==> config.mk <==
export PLATFORM = sky130hd
export DESIGN_NAME = memory_access_stage
export DESIGN_NICKNAME = d
export VERILOG_FILES = /design/src/rtl/memory_access_stage_pkg.sv /design/src/rtl/memory_access_stage_timeout.sv /design/src/rtl/memory_access_stage.sv
export SDC_FILE = /design/constraint.sdc
export NUM_CORES = 1
export LEC_CHECK = 0
export CORE_MARGIN = 2
export CORE_UTILIZATION = 45
export DETAILED_ROUTE_END_ITERATION = 7
export PLACE_DENSITY = 0.76
export SYNTH_ARGS = -nofsm -noshare
export SYNTH_HDL_FRONTEND = slang
export SYNTH_SLANG_ARGS = --single-unit
==> constraint.sdc <==
create_clock -name clk -period 7.8 [get_ports clk]
set_clock_uncertainty 0.2 [all_clocks]
set_input_delay 1.56 -clock clk [delete_from_list [all_inputs] [get_ports clk]]
set_output_delay 1.56 -clock clk [all_outputs]
set_load 0.02 [all_outputs]
==> src/rtl/memory_access_stage_pkg.sv <==
// Shared MEM-stage types: FSM encoding, writeback beat fields and op-type codes.
// Op codes mirror the decode/execute encodings so traces line up across stages.
package memory_access_stage_pkg;

  localparam int RD_W = 5;

  typedef enum logic [1:0] {
    ST_IDLE = 2'd0,
    ST_REQ  = 2'd1,
    ST_WAIT = 2'd2,
    ST_RESP = 2'd3
  } mem_state_t;

  typedef enum logic [3:0] {
    OP_ALU   = 4'b0000,
    OP_LOAD  = 4'b1000,
    OP_STORE = 4'b1001,
    OP_BAD   = 4'b1111
  } mem_op_t;

  typedef struct packed {
    logic [RD_W-1:0] rd;
    logic            we;
    logic            err;
  } wb_meta_t;

  // Load and store together is not a legal op; it is reported as an error.
  function automatic mem_op_t decode_op(input logic re, input logic we);
    mem_op_t op;
    case ({re, we})
      2'b00:   op = OP_ALU;
      2'b10:   op = OP_LOAD;
      2'b01:   op = OP_STORE;
      default: op = OP_BAD;
    endcase
    return op;
  endfunction

endpackage

==> src/rtl/memory_access_stage_timeout.sv <==
// Bus-timeout cycle counter: cleared when a memory op is accepted, counts REQ/WAIT cycles.
// expired is high on the TIMEOUT-th counted cycle and the count holds there.
module mem_timeout_counter #(
  parameter int TIMEOUT = 16
) (
  input  logic clk,
  input  logic rst_n,
  input  logic clear,
  input  logic enable,
  output logic expired
);

  localparam int CW = $clog2(TIMEOUT);

  logic [CW-1:0] cnt_q;

  assign expired = (cnt_q == CW'(TIMEOUT - 1));

  always_ff @(posedge clk or negedge rst_n) begin
    if (!rst_n) begin
      cnt_q <= '0;
    end else if (clear) begin
      cnt_q <= '0;
    end else if (enable && !expired) begin
      cnt_q <= cnt_q + CW'(1);
    end
  end

endmodule

==> src/rtl/memory_access_stage.sv <==
// Pipeline MEM stage: one op per ex handshake, dmem req/gnt/rvalid access, one wb beat per op.
// ALU and error ops return in 1 cycle; memory ops stall execute until the beat is produced.
module memory_access_stage
  import memory_access_stage_pkg::*;
#(
  parameter int ADDR_W  = 20,
  parameter int DATA_W  = 32,
  parameter int TIMEOUT = 16
) (
  input  logic              clk,
  input  logic              rst_n,
  input  logic              ex_valid,
  output logic              ex_ready,
  input  logic [DATA_W-1:0] ex_alu_result,
  input  logic [ADDR_W-1:0] ex_mem_addr,
  input  logic [DATA_W-1:0] ex_mem_wdata,
  input  logic              ex_mem_we,
  input  logic              ex_mem_re,
  input  logic [RD_W-1:0]   ex_rd,
  input  logic              ex_rd_we,
  output logic              dmem_req,
  output logic              dmem_we,
  output logic [ADDR_W-1:0] dmem_addr,
  output logic [DATA_W-1:0] dmem_wdata,
  input  logic              dmem_gnt,
  input  logic              dmem_rvalid,
  input  logic [DATA_W-1:0] dmem_rdata,
  output logic              wb_valid,
  input  logic              wb_ready,
  output logic [RD_W-1:0]   wb_rd,
  output logic              wb_we,
  output logic [DATA_W-1:0] wb_data,
  output logic              wb_err
);

  mem_state_t state_q, state_d;

  logic              live_q;
  mem_op_t           op_q;
  logic [RD_W-1:0]   rd_q;
  logic              rd_we_q;
  logic [DATA_W-1:0] alu_q;
  logic [DATA_W-1:0] wdata_q;
  logic [ADDR_W-3:0] waddr_q;
  logic [DATA_W-1:0] park_data_q;
  logic              park_err_q;

  mem_op_t           ex_op;
  logic              ex_err;
  logic              slot_free;
  logic              accept;
  logic              cnt_clear;
  logic              cnt_en;
  logic              tmo_expired;
  logic              fin;
  logic [DATA_W-1:0] fin_data;
  logic              fin_err;
  logic              park_load;
  logic              wb_load;
  wb_meta_t          wb_meta_d;
  logic [DATA_W-1:0] wb_data_d;

  assign ex_op  = decode_op(ex_mem_re, ex_mem_we);
  assign ex_err = (ex_op == OP_BAD) ||
                  (((ex_op == OP_LOAD) || (ex_op == OP_STORE)) && (ex_mem_addr[1:0] != 2'b00));

  // live_q keeps ex_ready low while reset is asserted and for the reset-release edge.
  assign slot_free = !wb_valid || wb_ready;
  assign ex_ready  = live_q && (state_q == ST_IDLE) && slot_free;
  assign accept    = ex_valid && ex_ready;

  assign dmem_req   = (state_q == ST_REQ);
  assign dmem_we    = (op_q == OP_STORE);
  assign dmem_addr  = {waddr_q, 2'b00};
  assign dmem_wdata = wdata_q;

  assign cnt_en = (state_q == ST_REQ) || (state_q == ST_WAIT);

  mem_timeout_counter #(
    .TIMEOUT (TIMEOUT)
  ) u_timeout (
    .clk     (clk),
    .rst_n   (rst_n),
    .clear   (cnt_clear),
    .enable  (cnt_en),
    .expired (tmo_expired)
  );

  always_ff @(posedge clk or negedge rst_n) begin
    if (!rst_n) begin
      state_q <= ST_IDLE;
      live_q  <= 1'b0;
    end else begin
      state_q <= state_d;
      live_q  <= 1'b1;
    end
  end

  always_comb begin
    state_d   = state_q;
    cnt_clear = 1'b0;
    fin       = 1'b0;
    fin_data  = '0;
    fin_err   = 1'b0;
    park_load = 1'b0;
    wb_load   = 1'b0;
    wb_meta_d = '0;
    wb_data_d = '0;

    case (state_q)
      ST_IDLE: begin
        if (accept) begin
          if (ex_err) begin
            wb_load   = 1'b1;
            wb_meta_d = '{rd: ex_rd, we: 1'b0, err: 1'b1};
          end else if (ex_op == OP_ALU) begin
            wb_load   = 1'b1;
            wb_meta_d = '{rd: ex_rd, we: ex_rd_we, err: 1'b0};
            wb_data_d = ex_alu_result;
          end else begin
            state_d   = ST_REQ;
            cnt_clear = 1'b1;
          end
        end
      end
      ST_REQ: begin
        // A store completes on its grant; a load granted on the expiry cycle still times out.
        if (dmem_gnt && (op_q == OP_STORE)) begin
          fin      = 1'b1;
          fin_data = alu_q;
        end else if (tmo_expired) begin
          fin     = 1'b1;
          fin_err = 1'b1;
        end else if (dmem_gnt) begin
          state_d = ST_WAIT;
        end
      end
      ST_WAIT: begin
        if (dmem_rvalid) begin
          fin      = 1'b1;
          fin_data = dmem_rdata;
        end else if (tmo_expired) begin
          fin     = 1'b1;
          fin_err = 1'b1;
        end
      end
      ST_RESP: begin
        if (slot_free) begin
          wb_load   = 1'b1;
          wb_meta_d = '{rd: rd_q, we: rd_we_q && !park_err_q, err: park_err_q};
          wb_data_d = park_data_q;
          state_d   = ST_IDLE;
        end
      end
      default: state_d = ST_IDLE;
    endcase

    if (fin) begin
      if (slot_free) begin
        wb_load   = 1'b1;
        wb_meta_d = '{rd: rd_q, we: rd_we_q && !fin_err, err: fin_err};
        wb_data_d = fin_data;
        state_d   = ST_IDLE;
      end else begin
        park_load = 1'b1;
        state_d   = ST_RESP;
      end
    end
  end

  always_ff @(posedge clk or negedge rst_n) begin
    if (!rst_n) begin
      op_q    <= OP_ALU;
      rd_q    <= '0;
      rd_we_q <= 1'b0;
      alu_q   <= '0;
      wdata_q <= '0;
      waddr_q <= '0;
    end else if (accept) begin
      op_q    <= ex_op;
      rd_q    <= ex_rd;
      rd_we_q <= ex_rd_we;
      alu_q   <= ex_alu_result;
      wdata_q <= ex_mem_wdata;
      waddr_q <= ex_mem_addr[ADDR_W-1:2];
    end
  end

  always_ff @(posedge clk or negedge rst_n) begin
    if (!rst_n) begin
      park_data_q <= '0;
      park_err_q  <= 1'b0;
    end else if (park_load) begin
      park_data_q <= fin_data;
      park_err_q  <= fin_err;
    end
  end

  // A new beat may replace the old one in the cycle it is consumed.
  always_ff @(posedge clk or negedge rst_n) begin
    if (!rst_n) begin
      wb_valid <= 1'b0;
      wb_rd    <= '0;
      wb_we    <= 1'b0;
      wb_data  <= '0;
      wb_err   <= 1'b0;
    end else if (wb_load) begin
      wb_valid <= 1'b1;
      wb_rd    <= wb_meta_d.rd;
      wb_we    <= wb_meta_d.we;
      wb_data  <= wb_data_d;
      wb_err   <= wb_meta_d.err;
    end else if (wb_ready) begin
      wb_valid <= 1'b0;
      wb_rd    <= '0;
      wb_we    <= 1'b0;
      wb_data  <= '0;
      wb_err   <= 1'b0;
    end
  end

endmodule

## Word-level counts from Yosys, hierarchy flattened

Index checks and enable logic that the tools add are counted.

- Output and inout port bits: 95
- Logic and storage cells: 116
- Input port bits: 130
- Bits in registers: 172

- Reduce and logical (&&, ||, !) cells: 24
- Multiplexer cells: 58
- $add $sub $neg: 1
- Eq/ne operators: 17

Operators by type and width:

| operator | count |
|---|---|
| two-way mux 32 bit | 10 |
| one-hot mux 32 bit (2 select lines) | 2 |
| two-way mux 7 bit | 6 |
| two-way mux 1 bit | 21 |
| equality test 4 bit, second input constant | 5 |
| two-way mux 2 bit | 9 |
| inequality test 3 bit, second input constant | 6 |
| one-hot mux 7 bit (2 select lines) | 1 |
| one-hot mux 4 bit (3 select lines) | 1 |
| two-way mux 5 bit | 2 |
| logical AND 1 bit | 8 |
| two-way mux 4 bit | 2 |
| AND reduction 8 bit | 1 |
| equality test 2 bit, second input constant | 3 |
| one-hot mux 1 bit (2 select lines) | 3 |
| one-hot mux 2 bit (3 select lines) | 1 |
| nonzero test 2 bit | 3 |
| adder 4 x 1 -> 4 bit, second input constant | 1 |
| equality test 2 x 1 -> 1 bit, second input constant | 2 |
| logical NOT 1 bit | 4 |
| logical NOT 2 bit | 2 |
| logical NOT 4 bit | 1 |
| logical OR 1 bit | 4 |
| nonzero test 4 bit | 1 |
| inequality test 3 x 1 -> 1 bit, second input constant | 1 |

## Longest topological paths before layout

Gate-level depths: netlist (run 1).

- Depth after elaboration: 12
- Gate-level depth with buffers: 12
- Gate-level depth less buffers: 7

## Modules after synthesis

Synthesis (run 1) repeated with hierarchy kept, for this count alone.

- Cells, all modules: 799
- Area, all modules: 7563.5 um2

Modules (own cells, without submodules):

| module | seq. area each (um2) | area each (um2) | instances | cells each |
|---|---|---|---|---|
| memory_access_stage | 4179.0 | 7334.5 | 1 | 779 |
| mem_timeout_counter | 100.1 | 229.0 | 1 | 20 |

## Worst setup path after synthesis (run 1)

No wires, ideal clock.

- Kind: in2out
- From: input port wb_ready
- To: output port ex_ready
- Arrival time: 2.013 ns
- Slack: 4.027 ns
- Buffers on the path: 0
- Stages on the path: 2
- Cell sequence: nand2b_1 -> and3_1

- Cells in the longest elaborated chain, start to end: 2

RTL lines:

| item | line | RTL |
|---|---|---|
| start, declared | memory_access_stage.sv:29 | `input logic wb_ready,` |
| logical OR 1 bit | memory_access_stage.sv:68 | `assign slot_free = !wb_valid \|\| wb_ready;` |
| logical AND 1 bit | memory_access_stage.sv:69 | `assign ex_ready = live_q && (state_q == ST_IDLE) && slot_free;` |
| end, declared | memory_access_stage.sv:13 | `output logic ex_ready,` |

Every way passes these cells.

## Worst setup path in the final report (run 1)

Same ends and word-level chain as after synthesis.

==> results.md, run 1 <==
* Via count at 6520
* Root buf cell: clkbuf_16
* Antenna viol nets, final at 0
* Pin count of the biggest net entering global routing at 88
* Die H at roughly 130 um
* Status: complete, no violations
* Tcrit/Tclk final at ~64%
* Area grow syn2layout at 39.5%
* Clock-pin slew on the worst setup and hold paths at 70 ps
* Minimum clock period at 4980 ps
* Final GP Congestion at 0.844
* Vias in the first global route at 6692
* Initial DRC Count at 485
* Num CTS Buffers at 17
* Cell row count at 46
* Top-count cell post-synth: nand2_1
* Sequential area share after synthesis at between 50% and 60%
* Sequential power share at 38.5%
* CP arrival at 3220 ps
* Post-synth top cells: nand2_1 (285), dfrtp_1 (171), nor2_1 (46), a221o_1 (41), clkbuf_1 (36)
* Synth Flop Type: dfrtp_1
* Synth top area share at 57.6%
* Vias per cell at 5.47
* Yosys reg bits at 171
* Nets at 1104
* Avg Synthesized Cell Area at approximately 9.6 um2
* Synth area leaders: dfrtp_1 (58%), nand2_1 (14%), a221o_1 (5.5%), a22oi_1 (3.4%), o2bb2ai_1 (2.9%)
* EDFF count, synth at 0
* Hold path startpoint: alu_q[0]
* Clk Latency, worst-skew pair at 420 ps
* Comb pwr share at 38.8%
* Starting density of the core at 46.4%
* Global-route usage over all layers at about a quarter
* Beginning of the critical path: wb_ready
* Max Root-Sink Buffers at 2
* First-pass detailed-route iteration total at 5
* P_sw at 1.44 mW
* Crit path capture type: output port
* Synth cell types at 44
* Switching Share at 37.0%
* Worst-Margin Slew at 1170 ps
* Worst R2R Setup Slack at 4060 ps
* VDD IR-drop max at between 0.0002 and 0.00025 V
* Die ar. at 17600 um2
* Lkg Pwr at 4.72 nW
* Synth Cell Area at 7430 um2
* Synth Warn # at 0
* Max_cap viols at 0
* Placed Instances at 1162
* Endpoints failing hold at 0
* Data required time at the worst endpoint at 6040 ps
* Core area at 16000 um2
* First-pass GRT wire length at around 35 mm
* Hold Crit Depth at 2
* Post-CTS resize count at 0
* RR Endpoint: wb_data[4]
* Io pins at between 200 and 250
* Setup-failing EPs final at 0
* Fillers at 1346
* Post-CTS setup buffers at 0
* R2R Path Start: state_q[1]
* Slew margin rel. at a little over a fifth
* RSZ-0062 raised after global routing: false
* Asr flop ratio synth at 100%
* N_diodes at 0
* Routed wire length at 21.6 mm
* TritonCTS clock tree: built
* I/O Buffers at 222
* Non-filler cells, final at approximately 1200
* Total negative slack at 0 ps
* CTS Sinks at roughly 170
* Hpwl dp at 14.5 mm
* R2R cell count at 8
* Number of hold buffers added after CTS at 0
* CP Launch Type: input pin
* Min-delay worst type: reg -> reg
* WHS at ~270 ps
* Htree depth at 4
* Worst Hold End: alu_q[0]
* Grt total ovfl at 0
* Pins Over Slew Limit at 0
* Clock share of power at 22.7%
* Die width at 133 um
* DRC Markers at 0
* Crit-path max FO at 7
* Post-Syn Instances at slightly below 800
* Fmax at between 200 and 250 MHz
* Area leader, netlist: dfrtp_1
* Pwr dens at 375 nW/um2
* WS Path Type: in -> out
* Pint at approximately 2.4 mW
* Routed len/inst at 18.1 um
* Initial antenna violation count at 0
* Share of cells above drive strength 1 at 4.71%
==> per-stage QoR <==
| step | power (mW) | setup slack (ps) | utilization (%) | area [um2] |
|---|---|---|---|---|
| global route | 4.13 | 2760 | 64.8 | 10400 |
| CTS | 3.90 | 2800 | 64.8 | 10400 |
| finish | 3.89 | 2820 | 64.8 | 10400 |
| detailed placement | 3.01 | 2800 | 61.0 | 9750 |
| floorplan | 2.32 | 4030 | - | 7440 |
| global placement | 2.97 | 2810 | 61.0 | 9750 |
==> critical path: stages <==
cell and delay, ps:
clkdlybuf4s50_1 540, nand2b_1 310, and3_1 210, clkdlybuf4s50_1 600
==> flip-flops by register name, indices dropped and copies added, names as in the netlist, 2 cells and up <==
signal,flops
alu_q,32
dmem_wdata,32
park_data_q,32
wb_data,32
waddr_q,18
rd_q,5
wb_rd,5
u_timeout.cnt_q,4
op_q,3
state_q,2
==> cell type report <==
type / instances / area (um2) / area share [%]
clock inverters: 12 / 159 / 1.53
repair buffers: 230 / 2280 / 22.0
flip-flops and latches: 171 / 4280 / 41.3
inverters: 7 / 26.3 / 0.254
well taps: 216 / 270 / 2.61
multi-input cells: 538 / 2890 / 27.9
clock buffers: 19 / 453 / 4.37
==> layout by cell type (no fill, tap or decap), drive strengths merged, types with 2 or more instances in the layout <==
master           n
a211oi           2
a21oi           28
a221o           41
a22oi           34
a32o             8
a32oi            5
and2             3
and3             4
and4             3
buf              9
bufinv           3
clkbuf          19
clkdlybuf4s50  221
clkinv           3
clkinvlp         2
conb             3
dfrtp          171
ha               9
inv             11
nand2          285
nand3            4
nand4            2
nor2            46
nor2b            3
nor3             6
o21ai           11
o2bb2ai         25
or3              2
==> routing by layer <==
metal	routed length, um	share of wire (%)	global-route usage [%]
met5	0	0	0
met4	252	1.2	7.77
met3	2320	11	9.43
met2	10100	47	40.2
met1	8910	41	31.8
==> worst max-delay path by stage <==
stage	end	cells after the start	slack (ps)
6_report	ex_ready	4	2820
5_1_grt	ex_ready	4	2760
4_1_cts	ex_ready	4	2800
3_5_place_dp	ex_ready	4	2800
3_3_place_gp	ex_ready	4	2810
2_1_floorplan	ex_ready	2	4030
==> power groups by stage <==
stage / Sequential [mW] / Clock, mW / Combinational (mW)
6_report: 1.50 / 0.881 / 1.51
5_1_grt: 1.54 / 0.929 / 1.66
4_1_cts: 1.50 / 0.893 / 1.51
3_5_place_dp: 1.50 / 0 / 1.51
3_3_place_gp: 1.49 / 0 / 1.48
2_1_floorplan: 1.69 / 0 / 0.639
==> kinds of logic (layout without fill, tap and decap cells) <==
kind of cell	after synthesis	after routing	share of synthesized area (%)
flip-flops	171	171	57.6
AO/OA/AOI/OAI	161	161	17.3
other	2	3	0.101
multiplexers	1	1	0.135
AND/OR/NAND/NOR	363	363	19.6
adder cells (fa/ha/maj)	9	9	1.52
buffers and inverters	63	268	3.67
XOR/XNOR	1	1	0.118
Note: power is estimated with default switching activity, not from simulation.
==> run 2: changes to the inputs <==
--- a/config.mk
+++ b/config.mk
@@ -6,7 +6,7 @@
 export NUM_CORES = 1
 export LEC_CHECK = 0
 export CORE_MARGIN = 2
-export CORE_UTILIZATION = 45
+export CORE_UTILIZATION = 43
 export DETAILED_ROUTE_END_ITERATION = 7
 export PLACE_DENSITY = 0.76
 export SYNTH_ARGS = -nofsm -noshare
==> constraint.sdc (replaced) <==
create_clock -name clk -period 4.1 [get_ports clk]
set_clock_uncertainty 0.2 [all_clocks]
set_input_delay 0.82 -clock clk [delete_from_list [all_inputs] [get_ports clk]]
set_output_delay 0.82 -clock clk [all_outputs]
set_load 0.02 [all_outputs]
==> results.md, run 2 (synthesized netlist as in run 1, its figures left out) <==
* Core area at 17100 um2
* Max_cap viols at 0
* Antenna viol nets, final at 0
* Vias in the first global route at 6578
* Commonest non-fill, non-tap cell in the layout: nand2_1
* Hpwl dp at 14.4 mm
* Min-delay worst type: in -> async
* Crit-path max FO at 7
* Clk Latency, worst-skew pair at 420 ps
* Setup ws final at 536 ps
* First-pass detailed-route iteration total at 5
* Cell row count at 48
* Routed len/inst at approximately 18 um
* Pin count of the biggest net entering global routing at 66
* WS Path Type: in -> out
* N_diodes at 0
* Clock-pin slew on the worst setup and hold paths at roughly 70 ps
* Crit path capture type: output port
* Sequential power share at 38.3%
* Via count at about 6500
* DRC Markers at 0
* Worst R2R Setup Slack at 820 ps
* Pwr dens at between 700 and 800 nW/um2
* First-pass GRT wire length at 34.1 mm
* Die H at about 140 um
* Total negative slack at 0 ps
* Status: complete, no violations
* Htree depth at 4
* Pins Over Slew Limit at 0
* Die width at 135 um
* Die ar. at 18400 um2
* Slew margin rel. at roughly 24%
* Setup-failing EPs final at 0
* VDD IR-drop max at 0.000410 V
* CP arrival at ~2500 ps
* Final Cell Area at 10500 um2
* Endpoints failing hold at 0
* Global-route usage over all layers at 23.9%
* Minimum clock period at 3560 ps
* R2R cell count at 8
* CP Launch Type: input pin
* Final GP Congestion at between 0.8 and 0.9
* Switching Share at 37.0%
* Commonest non-fill, non-tap cells in the layout: nand2_1 (285), clkdlybuf4s50_1 (221), dfrtp_1 (171), nor2_1 (45), a221o_1 (41)
* Vias per cell at 5.41
* R2R Path Start: state_q[1]
* Pint at 4.66 mW
* Root buf cell: clkbuf_16
* Fmax at 281 MHz
* Area grow syn2layout at 40.7%
* RSZ-0062 raised after global routing: false
* Share of cells above drive strength 1 at 5.48%
* Nets at between 1000 and 1500
* Comb pwr share at 38.8%
* Data required time at the worst endpoint at 3080 ps
* TritonCTS clock tree: built
* Tcrit/Tclk final at 86.9%
* RR Endpoint: wb_data[8]
* Pre-CTS WS at 238 ps
* Worst-Margin Slew at 1120 ps
* Initial antenna violation count at 0
* Grt total ovfl at 0
* Fillers at 1447
* CTS Sinks at 171
* Beginning of the critical path: wb_ready
* Routed wire length at around 21 mm
* Number of hold buffers added after CTS at 0
* Max Root-Sink Buffers at 2
* Clock share of power at 22.9%
* Post-CTS resize count at 0
* Starting density of the core at 43.4%
* Post-CTS setup buffers at 0
* Placed cell areas at 9830 um2
* Num CTS Buffers at 17
* I/O Buffers at approximately 220
* Io pins at 225
* Initial DRC Count at between 500 and 600
* P_sw at approximately 2.7 mW
* Lkg Pwr at 4.76 nW
-- run 2: cell type report --
cell class	instances	area [um2]	area share [%]
inverters	7	26.3	0.251
multi-input cells	538	2890	27.7
flip-flops and latches	171	4280	40.9
clock buffers	18	439	4.20
clock inverters	14	185	1.77
repair buffers	237	2350	22.5
well taps	225	282	2.69
-- run 2: worst max-delay path by stage --
stage	end	slack, ps	depth (start not counted)
floorplan	wb_rd[0]	1270	11
global placement	wb_data[13]	280	9
detailed placement	wb_data[10]	240	9
CTS	ex_ready	540	4
global route	ex_ready	470	4
finish	ex_ready	540	4
-- run 2: metal layers --
layer,global-route usage (%),vias to the layer above,share of wire [%],wire length (um)
met5,0,-,0,0
met4,7.93,0,1.6,331
met3,8.23,32,11,2270
met2,38.9,284,48,10200
met1,30.2,3171,40,8540
li1,-,3062,-,-
-- run 2: per-stage QoR --
| stage | power [mW] | hold slack, ps | utilization, % | cells |
|---|---|---|---|---|
| floorplan | 4.42 | 247 | - | 772 |
| global placement | 5.67 | 256 | 57.4 | 1178 |
| detailed placement | 5.74 | 262 | 57.4 | 1178 |
| CTS | 7.46 | 198 | 61.1 | 1210 |
| global route | 7.88 | 219 | 61.1 | 1210 |
| finish | 7.40 | 175 | 61.1 | 1210 |
-- run 2: power groups by stage --
| stage | clock (mW) | sequential [mW] | combinational (mW) |
|---|---|---|---|
| 6_report | 1.69 | 2.84 | 2.87 |
| 5_1_grt | 1.81 | 2.92 | 3.15 |
| 4_1_cts | 1.73 | 2.84 | 2.90 |
| 3_5_place_dp | 0 | 2.86 | 2.88 |
| 3_3_place_gp | 0 | 2.84 | 2.83 |
| 2_1_floorplan | 0 | 3.21 | 1.22 |
-- run 2: critical path, stage by stage --
cell	delay (ps)
clkdlybuf4s50_1	570
nand2b_1	350
and3_1	210
clkdlybuf4s50_1	600
